[src/rtl/seq_adder_pkg.sv]
// seq_adder shared types: FSM state enum and default operand width.
// Optional busy output is enabled by defining SEQ_ADDER_BUSY_EN.
package seq_adder_pkg;

  localparam int SEQ_ADDER_W = 32;

  typedef enum logic {
    IDLE = 1'b0,
    BUSY = 1'b1
  } state_e;

endpackage

[src/rtl/seq_adder_ctrl.sv]
// seq_adder control: IDLE/BUSY FSM and step counter producing load/step/done.
// Optional busy output is enabled by defining SEQ_ADDER_BUSY_EN.
module seq_adder_ctrl
  import seq_adder_pkg::*;
#(
  parameter int n = SEQ_ADDER_W
) (
  input  logic clock,
  input  logic reset,
  input  logic start,
  output logic load,
  output logic step,
  output logic done
`ifdef SEQ_ADDER_BUSY_EN
  ,
  output logic busy
`endif
);

  localparam int CW = $clog2(n) + 1;
  localparam logic [CW-1:0] LAST = CW'(n - 1);

  state_e state_q, state_d;
  logic [CW-1:0] cnt_q, cnt_d;

  // state and step counter registers
  always_ff @(posedge clock or negedge reset) begin
    if (!reset) begin
      state_q <= IDLE;
      cnt_q   <= '0;
    end else begin
      state_q <= state_d;
      cnt_q   <= cnt_d;
    end
  end

  // next state, counter and datapath strobes
  always_comb begin
    state_d = state_q;
    cnt_d   = cnt_q;
    load    = 1'b0;
    step    = 1'b0;
    done    = 1'b0;
    unique case (state_q)
      IDLE: begin
        if (start) begin
          load    = 1'b1;
          cnt_d   = '0;
          state_d = BUSY;
        end
      end
      BUSY: begin
        step  = 1'b1;
        cnt_d = cnt_q + 1'b1;
        if (cnt_q == LAST) begin
          done    = 1'b1;
          cnt_d   = '0;
          state_d = IDLE;
        end
      end
      default: state_d = IDLE;
    endcase
  end

`ifdef SEQ_ADDER_BUSY_EN
  assign busy = (state_q == BUSY);
`endif

endmodule

[src/rtl/seq_adder.sv]
// seq_adder: unsigned radix-2 shift-add multiplier, one step per cycle.
// Optional busy output is enabled by defining SEQ_ADDER_BUSY_EN.
module seq_adder
  import seq_adder_pkg::*;
#(
  parameter int n = SEQ_ADDER_W
) (
  input  logic           clock,
  input  logic           reset,
  input  logic           start,
  input  logic [n-1:0]   mcand,
  input  logic [n-1:0]   mlier,
  output logic [2*n:0]   prodt_end,
  output logic           valid
`ifdef SEQ_ADDER_BUSY_EN
  ,
  output logic           busy
`endif
);

  logic load, step, done;

  logic [n-1:0] mcand_q, mcand_d;
  logic [2*n:0] work_q, work_d;
  logic [2*n:0] prodt_q, prodt_d;
  logic         valid_q, valid_d;
  logic [n:0]   sum;

  seq_adder_ctrl #(
    .n(n)
  ) u_ctrl (
    .clock(clock),
    .reset(reset),
    .start(start),
    .load (load),
    .step (step),
    .done (done)
`ifdef SEQ_ADDER_BUSY_EN
    ,
    .busy (busy)
`endif
  );

  // datapath registers
  always_ff @(posedge clock or negedge reset) begin
    if (!reset) begin
      mcand_q <= '0;
      work_q  <= '0;
      prodt_q <= '0;
      valid_q <= 1'b0;
    end else begin
      mcand_q <= mcand_d;
      work_q  <= work_d;
      prodt_q <= prodt_d;
      valid_q <= valid_d;
    end
  end

  // load operands, or add-then-shift one multiplier bit
  always_comb begin
    mcand_d = mcand_q;
    work_d  = work_q;
    sum     = '0;
    unique case (1'b1)
      load: begin
        mcand_d = mcand;
        work_d  = {1'b0, {n{1'b0}}, mlier};
      end
      step: begin
        sum    = work_q[2*n:n]
               + (work_q[0] ? {1'b0, mcand_q} : '0);
        work_d = {1'b0, sum, work_q[n-1:1]};
      end
      default: ;
    endcase
    prodt_d = done ? work_d : prodt_q;
    valid_d = done;
  end

  assign prodt_end = prodt_q;
  assign valid     = valid_q;

endmodule

[config.mk]
export PLATFORM = sky130hd
export DESIGN_NAME = seq_adder
export DESIGN_NICKNAME = d
export VERILOG_FILES = /design/src/rtl/seq_adder_pkg.sv /design/src/rtl/seq_adder_ctrl.sv /design/src/rtl/seq_adder.sv
export SDC_FILE = /design/constraint.sdc
export NUM_CORES = 1
export LEC_CHECK = 0
export BUFFER_PORTS_ARGS = -buffer_cell sky130_fd_sc_hd__buf_2
export CAP_MARGIN = 10
export CORE_MARGIN = 4
export CORE_UTILIZATION = 52
export DETAILED_ROUTE_END_ITERATION = 16
export PLACE_DENSITY = 0.85
export REMOVE_ABC_BUFFERS = 1
export SLEW_MARGIN = 5
export SYNTH_ARGS = -nofsm -noshare
export SYNTH_HDL_FRONTEND = slang
export SYNTH_SLANG_ARGS = --single-unit
export TNS_END_PERCENT = 20
[constraint.sdc]
create_clock -name clock -period 3 [get_ports clock]
set_input_delay 0.6 -clock clock [delete_from_list [all_inputs] [get_ports clock]]
set_output_delay 0.6 -clock clock [all_outputs]
set_load 0.01 [all_outputs]
==> results of run 1 <==
==> worst reg2reg max path: stages (launching register included) <==
cell and delay, ns:
dfrtp_1 0.37, and2_1 0.13, ha_2 0.16, inv_1 0.05, fa_1 0.37, nand2b_4 0.16
a21o_1 0.18, a31o_4 0.25, a211oi_4 0.28, o2111a_2 0.27, o21ai_4 0.10, or4_1 0.42
o2111ai_1 0.09
==> metrics by stage <==
step                      TNS, ns  hold WS, ns  util, %  instances
after floorplan            -82.29       0.3044        -        735
after global placement          0       0.4612    59.48       1103
after detailed placement        0       0.4754    59.48       1103
after CTS                       0       0.1727    63.40       1135
after global routing      -0.1896       0.1927    64.08       1136
final                           0       0.1520    64.08       1136
==> flip-flops by register name (all words and copies together) (netlist names) <==
signal	flops
u_ctrl.cnt_q	6
mcand_q	32
prodt_end	65
u_ctrl.state_q	1
valid	1
work_q	65
==> routing by layer <==
layer	wire, um	up-vias	share of wire (%)
met3	1491	33	7.5
met1	8301	3132	42
met5	34	-	0.17
met2	9676	171	49
met4	311	8	1.6
li1	-	3044	-
==> cell type report <==
class	count	area, sq um
Clock buffer	20	456.7
Clock inverter	12	172.7
Fill cell	1249	5768
Inverter	16	60.06
Multi-Input combinational cell	549	4209
Sequential cell	170	4255
Tap cell	216	270.3
Timing Repair Buffer	153	865.8
==> synthesized netlist by cell type (4+ instances only) <==
cell | number | area share [%]
dfrtp_1 | 170 | 50
mux2_2 | 89 | 12
nand2_1 | 81 | 3.5
o21ai_0 | 63 | 3.7
a21oi_1 | 34 | 2.0
clkbuf_1 | 34 | 1.5
and2_1 | 33 | 2.4
ha_1 | 33 | 4.8
mux2i_1 | 32 | 3.7
nor2_1 | 25 | 1.1
a22o_1 | 24 | 2.4
xnor2_1 | 18 | 1.8
inv_1 | 16 | 0.70
a21o_1 | 14 | 1.2
nand3_1 | 10 | 0.58
xor2_1 | 10 | 1.0
o21a_1 | 8 | 0.70
buf_1 | 7 | 0.31
nand4_1 | 7 | 0.51
nor2b_1 | 5 | 0.36
o31ai_1 | 5 | 0.44
nand2b_1 | 4 | 0.29
o211ai_1 | 4 | 0.35
o21ai_2 | 4 | 0.41
==> worst paths after layout <==
kind                               start             to
max                            work_q[0]     work_q[61]
min                                reset     work_q[45]
min reg2reg                prodt_end[53]  prodt_end[53]
min in group clock             mcand[22]    mcand_q[22]
max reg2reg                    work_q[0]     work_q[61]
max in group asynchronous          reset   prodt_end[7]
==> cell families (layout without fill, tap and decap cells) <==
family	after synthesis	in the layout	share of synthesized area [%]
AOI/OAI and AO/OA	184	184	14.36
xor gates and xnor gates	28	28	2.857
adders and majority gates	34	34	5.043
buffers and inverters	60	201	2.667
DFF	170	170	49.56
muxes	121	121	15.41
and+or+nand+nor	182	182	10.12
==> what timing repair did <==
| action | in CTS | in global routing |
|---|---|---|
| resized for setup | 0 | 22 |
| setup buffers | 0 | 1 |
| setup endpoints to repair | 0 | 23 |
==> power by group through the flow <==
stage	logic (W)	registers (W)	clock network (W)
6_report	0.00547	0.00394	0.00234
5_1_grt	0.00606	0.00407	0.00249
4_1_cts	0.00532	0.00394	0.00238
3_5_place_dp	0.00525	0.00395	0
3_3_place_gp	0.00508	0.00392	0
2_1_floorplan	0.00360	0.00400	0
==> flow_summary.ini, run 1 <==
[run_status]
outcome = finished, final reports clean

[setup_path]
rr_worst_depth = 12
path_delay_family = compound AO/OA/AOI/OAI gates
crit_cells = 12
path_cells = and2_1 -> ha_2 -> inv_1 -> fa_1 -> nand2b_4 -> a21o_1 -> a31o_4 -> a211oi_4 -> o2111a_2 -> o21ai_4 -> or4_1 -> o2111ai_1
cp-end-kind = flop
critPathSlowestCell = or4_1
crit_required_ns = 3.34
path_class = reg -> reg
critPathArrivalTime_ns = 3.25
critical_path.startpoint_type = flop
max_stage_delay_ns = 0.42
cp_max_fo = 5
cp_num_buf_inv = 1
r2r_slack_ns = 0.09

[synth]
netlist_area_sq_um = 8584
ys_types = 57
async_flop_share_pct = 100.0
yosysWarnings = 0
synth_edf_count = 0
seq_area_frac_synth_pct = 49.56
ys_seq_elements = 170
synth-main-ff-cell = dfrtp_1
netlist_instances = 779
syn_avg_cell_area_sq_um = 11.02

[pwr]
comb_power_share_pct = 46.5
pwr-share-seq_pct = 33.5
switching_share_pct = 38.86
p_sw_w = 0.004565
p_int_w = 0.007182
ir_drop_uv = 651.8
finalPower_w = 0.01175
cellPowerDensity_nw_per_um2 = 1142
power_frac_clock_pct = 20.0
p_leak_nw = 5.150

[timing]
grt_setup_unrepaired = true
period_minus_slack_ns = 2.913
worst_pin_slew_ns = 0.6074
slew_violations = 0
fin_crit_sh_pct = 97.09
setup_violations = 0
report.final.hold_viol_count = 0
max_slew_margin_pct = 59.50
fmax_mhz = 343.3
worst_slack_ns = 0.08718
finalClockSkew_ns = 0.01120

[routing]
drtIter0Drc = 338
wl_mm = 19.82
vias = 6388
drc = 0
antenna_left = 0
via_per_inst = 5.623
drt_first_pass_iters = 5
wl_per_cell_um = 17.44

[die]
pin_count = 133
core_area_sq_um = 16060
die_w_um = 136.5
dieArea_sq_um = 18630
start_util_pct = 53.46
num_rows = 46
die_y_um = 136.5

[run]
drv_cap = 0

[clock_network]
htreeDepth = 4
cts_tree = yes
clkSinkCount = 170
numCtsBuffers = 17
cts_buffer_depth = 2
cts.clk_slew.worst_paths_ns = 0.07
clockRootBuffer = clkbuf_16
insertion_delay_ns = 0.43
holdBufCountCts = 0

[finish]
design_area_sq_um = 10290
layout-drive-gt1-share_pct = 33.15
nNetsFinal = 1008
n_antenna_cell = 0
layout_common_cells = 169 x dfrtp_1, 131 x buf_2, 89 x mux2_2
area_delta_synth_final_pct = 19.87
final_common_cell = dfrtp_1

[grt]
grt_pass1_wl_mm = 33.10
met3_usage_pct = 8.253
grtUsageTotal_pct = 22.52
grt_overflow_total = 0
antenna_found_initial = 4
met1_usage_pct = 27.63
grt_max_degree = 68
top_usage_layer = met2
use_met2_pct = 36.88
grt_pass1_vias = 6763

[place]
port_buffers = 132
gp_congestion = 0.9112
dpl_worst_slack_ns = 0.02922
hpwl_mm = 13.85
dpl-instance-area_sq_um = 9552

[worst_hold_path]
hold_class = in -> async
Power figures use the tool's default switching activity.
==> inputs of run 2 (changes only) <==
- BUFFER_PORTS_ARGS: -buffer_cell sky130_fd_sc_hd__buf_2 -> not set
- CORE_UTILIZATION: 52 -> 58
- DONT_BUFFER_PORTS: not set -> 1
- PLACE_DENSITY: 0.85 -> 0.84
- SKIP_CTS_REPAIR_TIMING: not set -> 1
==> run 2 against run 1 <==
Compared with the run above:
- the run now ends with hold timing, setup timing left
- count of clock-buffer cells in the layout shrank 3
- combinational power decreased by 9.9%
- critical path depth is the same
- largest cell class unchanged
- highest routed layer unchanged
==> flow_summary.ini, run 2 (synthesis gave the netlist of run 1 again) <==
[clock_network]
clockRootBuffer = clkbuf_16
numCtsBuffers = 17
cts_tree = yes
insertion_delay_ns = 0.44
cts_buffer_depth = 2
htreeDepth = 4
cts.clk_slew.worst_paths_ns = 0.07
clkSinkCount = 170

[timing]
grt_setup_unrepaired = true
worst_pin_slew_ns = 0.7700
period_minus_slack_ns = 3.041
fin_crit_sh_pct = 101.4
slew_violations = 0
setup_violations = 1
max_slew_margin_pct = 48.61
hold_slack_ns = -0.1354
tns_ns = -0.04109
worst_slack_ns = -0.04109
fmax_mhz = 328.8
finalClockSkew_ns = 0.01600
report.final.hold_viol_count = 170

[pwr]
ir_drop_uv = 581.6
p_int_w = 0.006829
power_frac_clock_pct = 19.6
cellPowerDensity_nw_per_um2 = 1185
p_sw_w = 0.004511
finalPower_w = 0.01134
p_leak_nw = 4.560
pwr-share-seq_pct = 37.0
switching_share_pct = 39.78
comb_power_share_pct = 43.5

[die]
dieArea_sq_um = 16810
die_w_um = 129.7
num_rows = 44
start_util_pct = 59.07
pin_count = 133
die_y_um = 129.7
core_area_sq_um = 14530

[setup_path]
critical_path.startpoint_type = flop
rr_worst_depth = 12
timing.rr.start = work_q[0]
crit_required_ns = 3.35
r2r_slack_ns = -0.04
cp-end-kind = flop
critPathArrivalTime_ns = 3.39
r2r-end = work_q[61]
cp_max_fo = 5
path_class = reg -> reg

[run]
drv_cap = 0

[routing]
wl_per_cell_um = 19.90
vias = 5999
drc = 0
antenna_left = 0
via_per_inst = 6.134
drt_first_pass_iters = 5
wl_mm = 19.46
drtIter0Drc = 406

[grt]
grt_max_degree = 171
grtUsageTotal_pct = 23.94
grt_overflow_total = 0
grt_pass1_vias = 6449
grt_pass1_wl_mm = 31.79
antenna_found_initial = 1

[place]
gp_congestion = 0.9033
hpwl_mm = 13.43
dpl_worst_slack_ns = -0.02872
port_buffers = 0

[finish]
n_fill_cell = 1081
final_common_cell = dfrtp_1
area_delta_synth_final_pct = 11.47
layout_common_cells = 169 x dfrtp_1, 89 x mux2_2, 81 x nand2_1
nNetsFinal = 880
layout-drive-gt1-share_pct = 21.72

[run_status]
outcome = finished with violations
violations = hold timing, setup timing

[worst_hold_path]
hold_class = in -> async
==> run 2: worst max-delay path, stage by stage (launching register included) <==
cell and delay (ns):
dfrtp_1 0.41, and2_1 0.16, ha_2 0.19, inv_1 0.07
fa_2 0.35, nand2b_4 0.16, a21o_1 0.19, a31o_4 0.25
a211oi_4 0.27, o2111a_1 0.24, o21ai_2 0.12, or4_1 0.46
o2111ai_1 0.10
==> run 2: layout make-up <==
type                    count  area, sq um  share of cell area (%)
clock inverters            15        175.2                   1.831
flip-flops and latches    170         4255                   44.47
repair buffers             25        229.0                   2.393
inverters                  16        60.06                  0.6276
well taps                 184        230.2                   2.406
multi-input cells         549         4189                   43.78
diodes                      2        5.005                 0.05230
clock buffers              17        425.4                   4.446
==> run 2: power groups by stage <==
| stage | clock, W | combinational, W | sequential, W |
|---|---|---|---|
| floorplan | 0 | 0.00360 | 0.00400 |
| global placement | 0 | 0.00449 | 0.00417 |
| detailed placement | 0 | 0.00470 | 0.00421 |
| CTS | 0.00226 | 0.00475 | 0.00419 |
| global route | 0.00236 | 0.00548 | 0.00432 |
| finish | 0.00222 | 0.00493 | 0.00419 |
==> run 2: metrics by stage <==
step / cell area [sq um] / hold slack (ns) / std cells / util (%)
detailed placement: 8875 / 0.3088 / 943 / 61.06
global placement: 8875 / 0.3093 / 943 / 61.06
floorplan: 8416 / 0.3044 / 735 / -
finish: 9569 / -0.1354 / 978 / 65.84
global route: 9564 / -0.1629 / 976 / 65.81
CTS: 9475 / -0.1614 / 975 / 65.19
==> run 2: how the worst max path moves through the flow <==
| stage | startpoint | end | slack [ns] | cells after the start |
|---|---|---|---|---|
| floorplan | u_ctrl.state_q | prodt_end[0] | -1.09 | 3 |
| global placement | work_q[0] | work_q[62] | 0.1 | 10 |
| detailed placement | work_q[0] | work_q[61] | -0.03 | 12 |
| CTS | work_q[0] | work_q[61] | -0.08 | 12 |
| global route | work_q[0] | work_q[61] | -0.12 | 12 |
| finish | work_q[0] | work_q[61] | -0.04 | 12 |
==> run 2: routing by layer <==
layer	GRT usage [%]	up-vias	share of wire, %
met5	0	-	0.036
met4	7.518	2	1.8
li1	-	2779	-
met1	28.54	2958	39
met3	10.55	34	9.6
met2	39.25	226	49
==> inputs of run 3 (changes only) <==
- CELL_PAD_IN_SITES_DETAIL_PLACEMENT: not set -> 0
- CELL_PAD_IN_SITES_GLOBAL_PLACEMENT: not set -> 1
- CORE_UTILIZATION: 58 -> 45
- PLACE_DENSITY: 0.84 -> 0.83
- RECOVER_POWER: not set -> 25
==> run 3 against run 2 <==
Compared with the run above:
- the run ends with hold timing left
- largest cell class unchanged
- via count is 2.7% lower
- cell count is 6.1% higher
- utilization is 14 points lower
- flip-flop and latch count stayed put
- critical path depth stayed put
- combinational power hardly changed
- critical path type unchanged
==> flow_summary.ini, run 3 (synthesis gave the netlist of run 1 again) <==
[setup_path]
critPathSlowestCell = or4_1
cp-end-kind = flop
critPathArrivalTime_ns = 3.23
max_stage_delay_ns = 0.42
r2r_slack_ns = 0.11
critical_path.startpoint_type = flop
path_cells = and2_1 -> ha_1 -> inv_1 -> fa_1 -> nand2b_1 -> a21o_1 -> a31o_1 -> a211oi_2 -> o2111a_2 -> o21ai_4 -> or4_1 -> o2111ai_1
rr_worst_depth = 12
r2r-end = work_q[61]
crit_required_ns = 3.34
timing.rr.start = work_q[0]
cp_max_fo = 5
path_class = reg -> reg

[run]
drv_cap = 0

[die]
pin_count = 133
die_y_um = 146.1
start_util_pct = 45.89
die_w_um = 146.1
num_rows = 50
core_area_sq_um = 18710
dieArea_sq_um = 21350

[routing]
drtIter0Drc = 310
via_per_inst = 5.624
antenna_left = 0
vias = 5838
drt_first_pass_iters = 4
wl_per_cell_um = 18.30
wl_mm = 18.99
drc = 0

[timing]
setup_violations = 0
max_slew_margin_pct = 63.28
finalClockSkew_ns = 0.01026
report.final.hold_viol_count = 170
worst_slack_ns = 0.1112
fmax_mhz = 346.2
period_minus_slack_ns = 2.889
slew_violations = 0
grt_setup_unrepaired = true
worst_pin_slew_ns = 0.5508
hold_slack_ns = -0.1318
fin_crit_sh_pct = 96.29

[finish]
area_delta_synth_final_pct = 12.84
final_common_cell = dfrtp_1
layout_common_cells = 169 x dfrtp_1, 89 x mux2_2, 80 x nand2_1
layout-drive-gt1-share_pct = 22.69
nNetsFinal = 890

[run_status]
outcome = finished with violations
violations = hold timing

[place]
port_buffers = 0
dpl_worst_slack_ns = 0.04927
gp_congestion = 0.8230
hpwl_mm = 13.41

[clock_network]
cts.clk_slew.worst_paths_ns = 0.07
clockRootBuffer = clkbuf_16
htreeDepth = 4
cts_buffer_depth = 2
numCtsBuffers = 17
insertion_delay_ns = 0.43
clkSinkCount = 170
cts_tree = yes

[grt]
grt_pass1_vias = 6073
grtUsageTotal_pct = 18.16
grt_max_degree = 171
grt_overflow_total = 0
grt_pass1_wl_mm = 31.42
antenna_found_initial = 3

[worst_hold_path]
hold_class = in -> async

[pwr]
p_leak_nw = 4.597
cellPowerDensity_nw_per_um2 = 1175
ir_drop_uv = 582.4
run 3: worst max-delay path: cells and delay by family, from the launching register on:
kind | cells | cell delay, ns
AO/OA/AOI/OAI | 6 | 1.11
AND/OR/NAND/NOR | 3 | 0.75
adder cells (fa/ha/maj) | 2 | 0.53
flip-flops | 1 | 0.38
buffers and inverters | 1 | 0.06
run 3: where the power goes:
| group | total (W) | internal, W | leakage [nW] | switching (W) |
|---|---|---|---|---|
| Sequential | 0.00415 | 0.00334 | 2.12 | 0.000809 |
| Clock | 0.00230 | 0.00128 | 0.306 | 0.00102 |
| Combinational | 0.00494 | 0.00236 | 2.17 | 0.00258 |
run 3: stage by stage:
step	util (%)	TNS, ns	instance area (sq um)	total power (W)	std cells
2_1_floorplan	-	-82.29	8416	0.007598	735
3_3_place_gp	48.15	0	9007	0.008931	1004
3_5_place_dp	48.15	0	9007	0.009038	1004
4_1_cts	51.47	0	9628	0.01138	1036
5_1_grt	51.76	-0.1814	9682	0.01227	1036
6_report	51.79	0	9687	0.01138	1038
run 3: worst max-delay path by stage:
stage / from / end / cells past startpoint
6_report: work_q[0] / work_q[61] / 12
5_1_grt: work_q[0] / work_q[62] / 12
4_1_cts: work_q[0] / work_q[62] / 12
3_5_place_dp: work_q[0] / work_q[62] / 12
3_3_place_gp: work_q[0] / prodt_end[60] / 12
2_1_floorplan: u_ctrl.state_q / prodt_end[0] / 3
run 3: per-layer routing:
metal  up-vias  track usage (%)  part of all wire, %
met2       157            28.36                   45
met3        20            8.411                  9.7
li1       2804                -                    -
met5         -                0                 0.15
met1      2851            22.90                   44
met4         6            4.939                  1.2
run 3: area by class of cell:
cell class | count | area (sq um)
inverters | 16 | 60.06
flip-flops and latches | 170 | 4255
repair buffers | 35 | 291.5
diodes | 2 | 5.005
multi-input cells | 549 | 4161
well taps | 234 | 292.8
clock buffers | 17 | 425.4
clock inverters | 15 | 195.2
fillers | 1655 | 9019
